File: src/rtl/mem_access_unit_pkg.sv
// Shared definitions for the byte-serial data-memory initiator and its data memory.
package mem_access_unit_pkg;

    localparam int unsigned MEM_BYTES_DEFAULT = 128;
    localparam int unsigned DATA_W = 16;
    localparam int unsigned BYTE_W = 8;

    typedef enum logic [1:0] {
        IDLE = 2'd0,
        HI   = 2'd1,
        LO   = 2'd2,
        FIN  = 2'd3
    } stateT;

    typedef enum logic {
        SIZE_HALF = 1'b0,
        SIZE_BYTE = 1'b1
    } sizeT;

    // Request attributes held for the duration of one access
    typedef struct packed {
        logic write;
        sizeT size;
        logic signExt;
    } reqCtrlT;

endpackage

File: src/rtl/mem_access_unit_load_align.sv
// Builds the 16-bit load result from the big-endian byte pair.
module mem_access_unit_load_align
    import mem_access_unit_pkg::*;
(
    input  logic [BYTE_W-1:0] hiByte,
    input  logic [BYTE_W-1:0] loByte,
    input  sizeT              size,
    input  logic              signExt,
    output logic [DATA_W-1:0] loadData_c
);

    always_comb begin
        loadData_c = {hiByte, loByte};
        if (size == SIZE_BYTE) begin
            loadData_c = {{BYTE_W{signExt & hiByte[BYTE_W-1]}}, hiByte};
        end
    end

endmodule

File: src/rtl/mem_access_unit.sv
// Serialises one halfword/byte load or store into big-endian byte accesses on
// the data-memory port and returns the assembled load data with a Done pulse.
module mem_access_unit
    import mem_access_unit_pkg::*;
#(
    parameter int unsigned ADDR_W    = 16,
    parameter int unsigned MEM_BYTES = MEM_BYTES_DEFAULT
) (
    input  logic              Clock,
    input  logic              Reset_n,
    input  logic              Req,
    input  logic              Write,
    input  logic              ByteMode,
    input  logic              SignExt,
    input  logic [ADDR_W-1:0] Address,
    input  logic [DATA_W-1:0] WriteData,
    output logic              Ready,
    output logic              Done,
    output logic              Error,
    output logic [DATA_W-1:0] ReadData,
    output logic [ADDR_W-1:0] MemAddr,
    output logic [BYTE_W-1:0] MemWData,
    output logic              MemWrite,
    input  logic [BYTE_W-1:0] MemRData
);

    localparam logic [ADDR_W:0] MEM_LIMIT = (ADDR_W+1)'(MEM_BYTES);

    stateT             state;
    stateT             stateNext;
    reqCtrlT           ctrl;
    logic [BYTE_W-1:0] loWData;
    logic [BYTE_W-1:0] hiByte;
    logic              accept_c;
    logic              inRange_c;
    logic [ADDR_W:0]   addrExt_c;
    logic [BYTE_W-1:0] alignHi_c;
    logic [DATA_W-1:0] alignData_c;

    // Range check done one bit wider so A+1 never wraps into range
    always_comb begin
        addrExt_c = {1'b0, Address};
        if (ByteMode) begin
            inRange_c = addrExt_c < MEM_LIMIT;
        end else begin
            inRange_c = (addrExt_c + (ADDR_W+1)'(1)) < MEM_LIMIT;
        end
    end

    // Next-state decode
    always_comb begin
        stateNext = state;
        accept_c  = 1'b0;
        unique case (state)
            IDLE: begin
                if (Req) begin
                    accept_c  = 1'b1;
                    stateNext = inRange_c ? HI : FIN;
                end
            end
            HI:      stateNext = (ctrl.size == SIZE_BYTE) ? FIN : LO;
            LO:      stateNext = FIN;
            FIN:     stateNext = IDLE;
            default: stateNext = IDLE;
        endcase
    end

    always_ff @(posedge Clock or negedge Reset_n) begin
        if (!Reset_n) begin
            state <= IDLE;
        end else begin
            state <= stateNext;
        end
    end

    // The high byte arrives from memory in the same cycle as the final edge for byte loads
    assign alignHi_c = (state == HI) ? MemRData : hiByte;

    mem_access_unit_load_align uAlign (
        .hiByte     (alignHi_c),
        .loByte     (MemRData),
        .size       (ctrl.size),
        .signExt    (ctrl.signExt),
        .loadData_c (alignData_c)
    );

    // Registered outputs and per-access context
    always_ff @(posedge Clock or negedge Reset_n) begin
        if (!Reset_n) begin
            Ready    <= 1'b1;
            Done     <= 1'b0;
            Error    <= 1'b0;
            ReadData <= '0;
            MemAddr  <= '0;
            MemWData <= '0;
            MemWrite <= 1'b0;
            ctrl     <= '0;
            loWData  <= '0;
            hiByte   <= '0;
        end else begin
            Ready    <= (stateNext == IDLE);
            Done     <= (stateNext == FIN);
            Error    <= accept_c & ~inRange_c;
            MemWrite <= 1'b0;
            if (accept_c) begin
                ctrl.write   <= Write;
                ctrl.size    <= sizeT'(ByteMode);
                ctrl.signExt <= SignExt;
                loWData      <= WriteData[BYTE_W-1:0];
                if (inRange_c) begin
                    MemAddr  <= Address;
                    MemWData <= ByteMode ? WriteData[BYTE_W-1:0] : WriteData[DATA_W-1:BYTE_W];
                    MemWrite <= Write;
                end
            end
            if (state == HI) begin
                hiByte <= MemRData;
                if (ctrl.size == SIZE_HALF) begin
                    MemAddr  <= MemAddr + ADDR_W'(1);
                    MemWData <= loWData;
                    MemWrite <= ctrl.write;
                end
            end
            if ((stateNext == FIN) && ((state == HI) || (state == LO)) && !ctrl.write) begin
                ReadData <= alignData_c;
            end
        end
    end

endmodule

File: config.mk
export PLATFORM = sky130hd
export DESIGN_NAME = mem_access_unit
export DESIGN_NICKNAME = d
export VERILOG_FILES = /design/src/rtl/mem_access_unit_pkg.sv /design/src/rtl/mem_access_unit_load_align.sv /design/src/rtl/mem_access_unit.sv
export SDC_FILE = /design/constraint.sdc
export NUM_CORES = 1
export LEC_CHECK = 0
export BUFFER_PORTS_ARGS = -buffer_cell sky130_fd_sc_hd__buf_2
export CORE_ASPECT_RATIO = 1.75
export CORE_MARGIN = 8
export CORE_UTILIZATION = 30
export CTS_BUF_LIST = sky130_fd_sc_hd__clkbuf_2 sky130_fd_sc_hd__clkbuf_4 sky130_fd_sc_hd__clkbuf_8
export DETAILED_ROUTE_END_ITERATION = 8
export REMOVE_ABC_BUFFERS = 1
export SYNTH_ARGS = -nofsm -noshare
export SYNTH_HDL_FRONTEND = slang
export SYNTH_SLANG_ARGS = --single-unit
export TNS_END_PERCENT = 20
File: constraint.sdc
create_clock -name Clock -period 2.1 [get_ports Clock]
set_clock_uncertainty 0.05 [all_clocks]
set_input_delay 0.42 -clock Clock [delete_from_list [all_inputs] [get_ports Clock]]
set_output_delay 0.42 -clock Clock [all_outputs]
set_load 0.01 [all_outputs]
==> results.sh, run 1 <==
export IMPL_crit_path_end_kind="flip-flop"
export IMPL_finalCritPeriodShare=1.04
export IMPL_htreeDepth=3
export IMPL_final_common_cell="buf_2"
export IMPL_placed_area_sq_um=4150
export IMPL_grt_start_max_net_pins=66
export IMPL_drt_wirelength_per_cell_um=16.1
export IMPL_cts_sinks=65
export IMPL_syn_to_final_growth_pct=37.8
export IMPL_muxShareOfSynthArea=0.150
export IMPL_first_pass_iters=4
export IMPL_clock_latency_ns=0.35
export IMPL_antenna_left=0
export IMPL_placedCellCount=539
export IMPL_finish_net_count=475
export IMPL_cts_tree="done"
export IMPL_yosys_area_share_simple=0.135
export IMPL_final_area_sq_um=4480
export IMPL_drc=0
export IMPL_place_worst_setup_slack_ns=-0.349
export IMPL_initial_core_util=0.306
export IMPL_fp_row_count=50
export IMPL_reg2reg_to="ReadData[14]"
export IMPL_p_leak_uw=0.00211
export IMPL_final_max_slew_violation_count=0
export IMPL_cts_buffer_depth=2
export IMPL_fill_cells=1050
export IMPL_antenna_found_initial=0
export IMPL_r2r_start="state[1]"
export IMPL_final_hold_viol_count=0
export IMPL_via_per_inst=4.94
export IMPL_gp_congestion=0.822
export IMPL_outcome="finished, violations left"
export IMPL_wirelength_mm=8.97
export IMPL_ys_flop_type="dfrtp_1"
export IMPL_synth_cell_types=48
export IMPL_rsz0062_at_grt="yes"
export IMPL_worst_slew_pin_slew_ns=0.442
export IMPL_setup_tns_ns=-0.885
export IMPL_setup_violations_final=19
export IMPL_drive_gt1_frac=0.507
export IMPL_yosysWarningCount=0
export IMPL_layout_common_cells="buf_2, dfrtp_1, buf_4"
export IMPL_ys_seq_elements=65
export IMPL_synth_seq_area_share=0.500
export IMPL_port_buffers=89
export IMPL_vdd_drop_max_mv=0.901
export IMPL_crit_arrival_ns=2.35
export IMPL_grt_pass1_vias=3003
export IMPL_clk_pin_slew_worst_paths_ns=0.07
export IMPL_grt_use_total=0.130
export IMPL_cts_root_buf="clkbuf_8"
export IMPL_drt_initial_drc_count=90
export IMPL_synth_edf_count=0
export IMPL_synth_xor_area_frac=0.00269
export IMPL_period_minus_slack_ns=2.18
export IMPL_cts_inserted_buffers=9
export IMPL_hpwl_mm=6.73
export IMPL_synth_fa_ha_area_frac=0.0192
export IMPL_ff2ff_path_depth=9
export IMPL_setup_ws_ns=-0.0758
export IMPL_worstSetupPathType="reg -> reg"
export IMPL_stdcell_count=558
export IMPL_max_freq_mhz=460
export IMPL_die_x_um=94.7
export IMPL_synth_top_family_by_area="compound AO/OA/AOI/OAI gates"
export IMPL_syn_inst=291
export IMPL_synth_area_per_cell_sq_um=11.2
export IMPL_relSlewSlack=0.701
export IMPL_fp_dieArea_sq_um=14600
export IMPL_io_pins=90
export IMPL_syn_area_sq_um=3250
export IMPL_cts_hold_buf=0
export IMPL_die_h_um=154
export IMPL_crit_fanout=8
export IMPL_grt_pass1_wl_mm=14.8
export IMPL_pwr_density_cell_nw_per_um2=1480
export IMPL_synth_compound_area_frac=0.153
export IMPL_violations="setup timing"
export IMPL_cp_required_ns=2.27
export IMPL_reg2reg_setup_slack_ns=-0.08
export IMPL_grt_ovfl_total=0
export IMPL_async_flop_share=1.00
export IMPL_hp_class="in -> async"
export IMPL_dr_total_vias=2756
export IMPL_core_area_sq_um=10600
export IMPL_maxCapViolCount=0
export IMPL_n_antenna_cell=0
export IMPL_cp_start_kind="flip-flop"
## cells in the mapped netlist, types with 3 or more instances
cell,number,area (sq um)
o211ai_1,4,30.0
mux2_2,23,259
dfrtp_1,64,1600
o221a_2,8,90.1
nor2_1,18,67.6
ha_1,5,62.6
inv_1,16,60.1
o31ai_1,3,22.5
a31o_2,3,26.3
o21ai_0,18,90.1
nor3_1,4,20.0
and2_1,3,18.8
a31oi_1,3,18.8
nand3_1,17,85.1
clkbuf_1,7,26.3
nand4_1,5,31.3
buf_2,3,15.0
a21oi_1,12,60.1
mux2_4,10,150
mux2i_1,8,80.1
o22ai_1,3,18.8
nand2b_1,11,68.8
nand2_1,13,48.8
## metal layers
layer | GRT usage | share of wire | up-vias
met2 | 0.228 | 0.54 | 69
met4 | 0.0636 | 0.027 | 0
met5 | 0 | 0 | -
li1 | - | - | 1330
met1 | 0.138 | 0.38 | 1336
met3 | 0.0332 | 0.059 | 21
## sequential cells by signal, summed over array words and instances (netlist names)
register	cells
MemWrite	1
MemAddr	16
ReadData	16
Error	1
state	2
MemWData	8
Ready	1
loWData	8
hiByte	8
Done	1
ctrl	3
## critical path, cell delays in order, from the launching register on
cell and delay, ns:
dfrtp_1 0.41, buf_4 0.15, ha_2 0.16, a211oi_2 0.16
a21oi_2 0.07, and3b_1 0.19, a21boi_4 0.14, a31oi_4 0.22
clkbuf_16 0.21, mux2_4 0.29
## stage by stage
stage / total power (uW) / utilization / hold WS [ns]
2_1_floorplan: 4030 / - / 0.0744
3_3_place_gp: 5160 / 0.391 / 0.414
3_5_place_dp: 5270 / 0.391 / 0.416
4_1_cts: 6550 / 0.416 / 0.0308
5_1_grt: 7100 / 0.422 / 0.0445
6_report: 6610 / 0.422 / 0.0278
## power breakdown
group	switching [uW]	internal, uW	total [uW]
Sequential	385	1850	2240
Clock	465	562	1030
Combinational	1500	1850	3350
Total	2350	4260	6610
## layout make-up
type                       count  area, sq um  share of cell area
inverter                      16         62.6              0.0140
multi-input combinational    198         1590               0.356
clock buffer                  11          139              0.0310
sequential                    65         1630               0.363
tap                          130          163              0.0363
clock inverter                 4         45.0              0.0100
timing repair buffer         134          851               0.190
## cell families (layout without fill, tap and decap cells)
family	Yosys count	after routing
xor+xnor	1	1
fa+ha+maj	5	5
mux	41	41
compound gates	67	67
flops	65	65
simple gates	84	84
buf+inv	28	165
## timing repair
item	in CTS	in global routing
gates cloned	1	0
setup endpoints to repair	20	22
gates resized for setup	13	13
endpoints found under the hold margin	0	0
pin swaps	4	3
buffers inserted	1	2
## how the worst max path moves through the flow
stage	startpoint	slack, ns	end	depth (start not counted)
4_1_cts	state[1]	-0.08	ReadData[2]	9
3_3_place_gp	Address[1]	-0.31	ReadData[4]	8
6_report	state[1]	-0.08	ReadData[14]	9
3_5_place_dp	Address[1]	-0.35	ReadData[2]	8
5_1_grt	state[1]	-0.14	ReadData[14]	9
2_1_floorplan	state[1]	-0.41	ReadData[0]	8
Power figures use the tool's default switching activity.
==> run 2: changes to the inputs <==
HOLD_SLACK_MARGIN = 0.06   (was default)
==> run 2 against run 1 <==
Effect of this change: the run still ends with setup timing left; via count is 0.33% higher; maximum frequency stayed put; largest power group unchanged; die area stayed put; register-to-register slack about the same; combinational power about the same.
==> results.sh, run 2 (synthesis results as in run 1) <==
export IMPL_outcome="finished, violations left"
export IMPL_violations="setup timing"
export IMPL_ff2ff_path_depth=9
export IMPL_port_buffers=89
export IMPL_p_leak_uw=0.00212
export IMPL_wirelength_mm=8.98
export IMPL_rsz0062_at_grt="yes"
export IMPL_grt_ovfl_total=0
export IMPL_crit_fanout=8
export IMPL_final_common_cell="buf_2"
export IMPL_path_cells="buf_4, ha_2, a211oi_2, a21oi_2, and3b_1, a21boi_4, a31oi_4, clkbuf_16, mux2_4"
export IMPL_syn_to_final_growth_pct=38.1
export IMPL_cp_depth=9
export IMPL_fp_dieArea_sq_um=14600
export IMPL_worst_slew_pin_slew_ns=0.442
export IMPL_pwr_density_cell_nw_per_um2=1470
export IMPL_reg2reg_to="ReadData[14]"
export IMPL_first_pass_iters=4
export IMPL_cts_tree="done"
export IMPL_via_per_inst=4.95
export IMPL_final_area_sq_um=4490
export IMPL_final_max_slew_violation_count=0
export IMPL_max_stage_delay_ns=0.41
export IMPL_met2WireLength_mm=4.82
export IMPL_clock_latency_ns=0.35
export IMPL_die_x_um=94.7
export IMPL_cts_buffer_depth=2
export IMPL_grt_use_total=0.130
export IMPL_r2r_start="state[1]"
export IMPL_crit_path_end_kind="flip-flop"
export IMPL_vdd_drop_max_mv=0.901
export IMPL_layout_common_cells="buf_2, dfrtp_1, buf_4"
export IMPL_core_area_sq_um=10600
export IMPL_hp_class="in -> reg"
export IMPL_dr_total_vias=2765
export IMPL_worstHoldStart="SignExt"
export IMPL_drc=0
export IMPL_antenna_left=0
export IMPL_gp_congestion=0.822
export IMPL_cts_sinks=65
export IMPL_hpwl_mm=6.73
export IMPL_drive_gt1_frac=0.506
export IMPL_maxCapViolCount=0
export IMPL_min_to="ctrl[0]"
export IMPL_setup_ws_ns=-0.0758
export IMPL_drt_initial_drc_count=94
export IMPL_grt_pass1_vias=3011
export IMPL_initial_core_util=0.306
export IMPL_top_layer="met4"
export IMPL_dr_wl_met3_um=529
export IMPL_wl_met1_mm=3.39
export IMPL_clk_pin_slew_worst_paths_ns=0.07
export IMPL_top_regs="MemAddr (16), ReadData (16)"
export IMPL_max_freq_mhz=460
export IMPL_grt_pass1_wl_mm=14.8
export IMPL_hold_depth=3
export IMPL_cts_inserted_buffers=9
export IMPL_n_antenna_cell=0
export IMPL_io_pins=90
export IMPL_drt_wirelength_per_cell_um=16.1
export IMPL_setup_violations_final=19
export IMPL_setup_tns_ns=-0.886
export IMPL_htreeDepth=3
export IMPL_crit_arrival_ns=2.35
export IMPL_finalCritPeriodShare=1.04
export IMPL_fill_cells=1049
export IMPL_finish_net_count=476
export IMPL_cp_required_ns=2.27
export IMPL_cp_start_kind="flip-flop"
export IMPL_cpMaxStageDelayCell="dfrtp_1"
export IMPL_placed_area_sq_um=4150
export IMPL_worstSetupPathType="reg -> reg"
export IMPL_period_minus_slack_ns=2.18
export IMPL_p_total_uw=6620
export IMPL_critPathBufInv=2
export IMPL_final_hold_viol_count=0
export IMPL_reg2reg_setup_slack_ns=-0.08
export IMPL_crit_family="compound AO/OA/AOI/OAI gates"
export IMPL_die_h_um=154
export IMPL_fp_row_count=50
export IMPL_cts_root_buf="clkbuf_8"
export IMPL_grt_start_max_net_pins=66
export IMPL_antenna_found_initial=0
export IMPL_relSlewSlack=0.701
## run 2: cell types whose count changed in the layout (fill, tap and decap cells not counted), sizes merged
cell         before  now
dlygate4sd3       0    1
## run 2: where the power goes
part | internal [uW] | switching [uW] | leakage, uW
Sequential | 1850 | 385 | 0.000745
Combinational | 1850 | 1500 | 0.00127
Clock | 562 | 465 | 0.0000998
## run 2: per-layer routing
metal | vias to the layer above | track usage
met5 | - | 0
met1 | 1343 | 0.138
met2 | 69 | 0.229
li1 | 1332 | -
met4 | 0 | 0.0636
met3 | 21 | 0.0327
## run 2: worst max path at each step
stage	startpoint	end	slack (ns)
global route	state[1]	ReadData[14]	-0.14
finish	state[1]	ReadData[14]	-0.08
CTS	state[1]	ReadData[2]	-0.08
floorplan	state[1]	ReadData[0]	-0.41
detailed placement	Address[1]	ReadData[2]	-0.35
global placement	Address[1]	ReadData[4]	-0.31
## run 2: cell type report
class                      count  area [sq um]  share of cell area
clock inverter                 4          45.0              0.0100
tap                          130           163              0.0362
inverter                      16          62.6              0.0139
sequential                    65          1630               0.363
timing repair buffer         135           861               0.192
multi-input combinational    198          1590               0.355
clock buffer                  11           139              0.0309
## run 2: repair_timing
action	CTS	global route
pin swaps	4	3
setup buffers	1	2
hold endpoints to repair	64	0
setup endpoints to repair	20	22
cloned	1	0
resized for setup	13	13
hold buffers	1	0
## run 2: stage by stage
| stage | worst slack [ns] | utilization | instances | hold slack (ns) |
|---|---|---|---|---|
| floorplan | -0.409 | - | 279 | 0.0744 |
| global placement | -0.306 | 0.391 | 539 | 0.414 |
| detailed placement | -0.349 | 0.391 | 539 | 0.416 |
| CTS | -0.0761 | 0.417 | 557 | 0.214 |
| global route | -0.144 | 0.422 | 559 | 0.237 |
| finish | -0.0758 | 0.422 | 559 | 0.236 |
## run 2: worst register-to-register path: stages (launching register included)
cell and delay [ns]:
dfrtp_1 0.41, buf_4 0.15, ha_2 0.16, a211oi_2 0.16
a21oi_2 0.07, and3b_1 0.19, a21boi_4 0.14, a31oi_4 0.22
clkbuf_16 0.22, mux2_4 0.30
==> run 3: changes to the inputs <==
SKIP_LAST_GASP = 1   (was default)
==> run 3 against run 2 <==
Effect of this change: critical path depth unchanged; the run still ends with setup timing left; critical path type unchanged; final area about the same; critical endpoint is now ReadData[2]; via count hardly changed; largest power group unchanged; combinational power is essentially flat; first-iteration DRC count unchanged; cell count did not move.
==> results.sh, run 3 (synthesis results as in run 1) <==
export IMPL_cpMaxStageDelayCell="dfrtp_1"
export IMPL_layout_common_cells="buf_2, dfrtp_1, buf_4"
export IMPL_die_h_um=154
export IMPL_die_x_um=94.7
export IMPL_wirelength_mm=8.98
export IMPL_clock_latency_ns=0.35
export IMPL_drt_initial_drc_count=94
export IMPL_drc=0
export IMPL_core_area_sq_um=10600
export IMPL_cts_inserted_buffers=9
export IMPL_cts_tree="done"
export IMPL_cts_buffer_depth=2
export IMPL_grt_pass1_vias=3011
export IMPL_hp_class="in -> reg"
export IMPL_setup_violations_final=19
export IMPL_finalCritPeriodShare=1.04
export IMPL_grt_start_max_net_pins=66
export IMPL_clk_pin_slew_worst_paths_ns=0.07
export IMPL_relSlewSlack=0.701
export IMPL_timing_hold_ws_ns=0.236
export IMPL_cts_sinks=65
export IMPL_ff2ff_path_depth=9
export IMPL_critPathBufInv=2
export IMPL_placed_area_sq_um=4150
export IMPL_worst_slew_pin_slew_ns=0.442
export IMPL_port_buffers=89
export IMPL_crit_fanout=8
export IMPL_fp_dieArea_sq_um=14600
export IMPL_initial_core_util=0.306
export IMPL_htreeDepth=3
export IMPL_crit_arrival_ns=2.36
export IMPL_first_pass_iters=4
export IMPL_rsz0062_at_grt="yes"
export IMPL_maxCapViolCount=0
export IMPL_antenna_left=0
export IMPL_via_per_inst=4.95
export IMPL_final_util=0.423
export IMPL_cp_depth=9
export IMPL_worstSetupPathType="reg -> reg"
export IMPL_syn_to_final_growth_pct=38.2
export IMPL_io_pins=90
export IMPL_violations="setup timing"
export IMPL_max_stage_delay_ns=0.41
export IMPL_final_area_sq_um=4500
export IMPL_setup_ws_ns=-0.0790
export IMPL_hpwl_mm=6.73
export IMPL_cp_start_kind="flip-flop"
export IMPL_grt_use_total=0.130
export IMPL_n_antenna_cell=0
export IMPL_setup_tns_ns=-1.13
export IMPL_gp_congestion=0.822
export IMPL_drt_wirelength_per_cell_um=16.1
export IMPL_crit_path_end_kind="flip-flop"
export IMPL_final_common_cell="buf_2"
export IMPL_dr_total_vias=2767
export IMPL_seq_area_sq_um=1630
export IMPL_max_freq_mhz=459
export IMPL_grt_pass1_wl_mm=14.8
export IMPL_drive_gt1_frac=0.506
export IMPL_cp_required_ns=2.28
export IMPL_path_cells="buf_4, ha_2, a211oi_2, a21oi_2, and3b_1, a21boi_4, a31oi_4, buf_12, mux2_4"
export IMPL_cts_root_buf="clkbuf_8"
export IMPL_top_regs="MemAddr (16), ReadData (16)"
export IMPL_grt_ovfl_total=0
export IMPL_final_hold_viol_count=0
export IMPL_final_max_slew_violation_count=0
export IMPL_finish_net_count=476
export IMPL_crit_family="compound AO/OA/AOI/OAI gates"
export IMPL_vdd_drop_max_mv=0.903
export IMPL_hold_depth=3
export IMPL_outcome="finished, violations left"
export IMPL_period_minus_slack_ns=2.18
export IMPL_p_leak_uw=0.00212
export IMPL_fill_cells=1049
export IMPL_antenna_found_initial=0
export IMPL_pwr_density_cell_nw_per_um2=1480
export IMPL_multi_input_area_sq_um=1590
export IMPL_fp_row_count=50
## run 3: what timing repair did
action | in CTS | in global routing
hold endpoints to repair | 64 | 0
setup endpoints to repair | 20 | 23
hold buffers | 1 | 0
pin swaps | 3 | 3
cloned | 1 | 0
gates resized for setup | 12 | 13
setup buffers | 1 | 2
## run 3: final cells by class
type,instances,area share
Clock inverter,4,0.0100
Clock buffer,11,0.0309
Timing Repair Buffer,135,0.192
Multi-Input combinational cell,198,0.355
Tap cell,130,0.0362
Inverter,16,0.0139
Sequential cell,65,0.362
## run 3: worst paths after layout
path	from	to	slack (ns)
max	state[1]	ReadData[2]	-0.08
max reg2reg	state[1]	ReadData[2]	-0.08
min reg2reg	MemAddr[15]	MemAddr[15]	0.44
max in group asynchronous	Reset_n	Ready	1.11
min	SignExt	ctrl[0]	0.24
min in group asynchronous	Reset_n	MemAddr[8]	0.58
## run 3: tightest hold or removal path, cell delays in order
cell and delay [ns]:
buf_2 0.08, nand2_1 0.04, o21ai_0 0.06
## run 3: layer usage
metal	GRT usage	part of all wire	vias to the layer above
met5	0	0	-
met4	0.0636	0.027	0
met3	0.0327	0.059	21
met2	0.229	0.54	69
met1	0.138	0.38	1346
li1	-	-	1331
## run 3: where the power goes
group	switching (uW)	internal, uW	total [uW]
Sequential	385	1850	2240
Clock	465	562	1030
Combinational	1510	1870	3380
Total	2360	4280	6640
## run 3: through the flow
step | setup slack (ns) | instances | power (uW)
2_1_floorplan | -0.409 | 279 | 4030
3_3_place_gp | -0.306 | 539 | 5160
3_5_place_dp | -0.349 | 539 | 5270
4_1_cts | -0.0761 | 557 | 6550
5_1_grt | -0.146 | 559 | 7130
6_report | -0.0790 | 559 | 6640
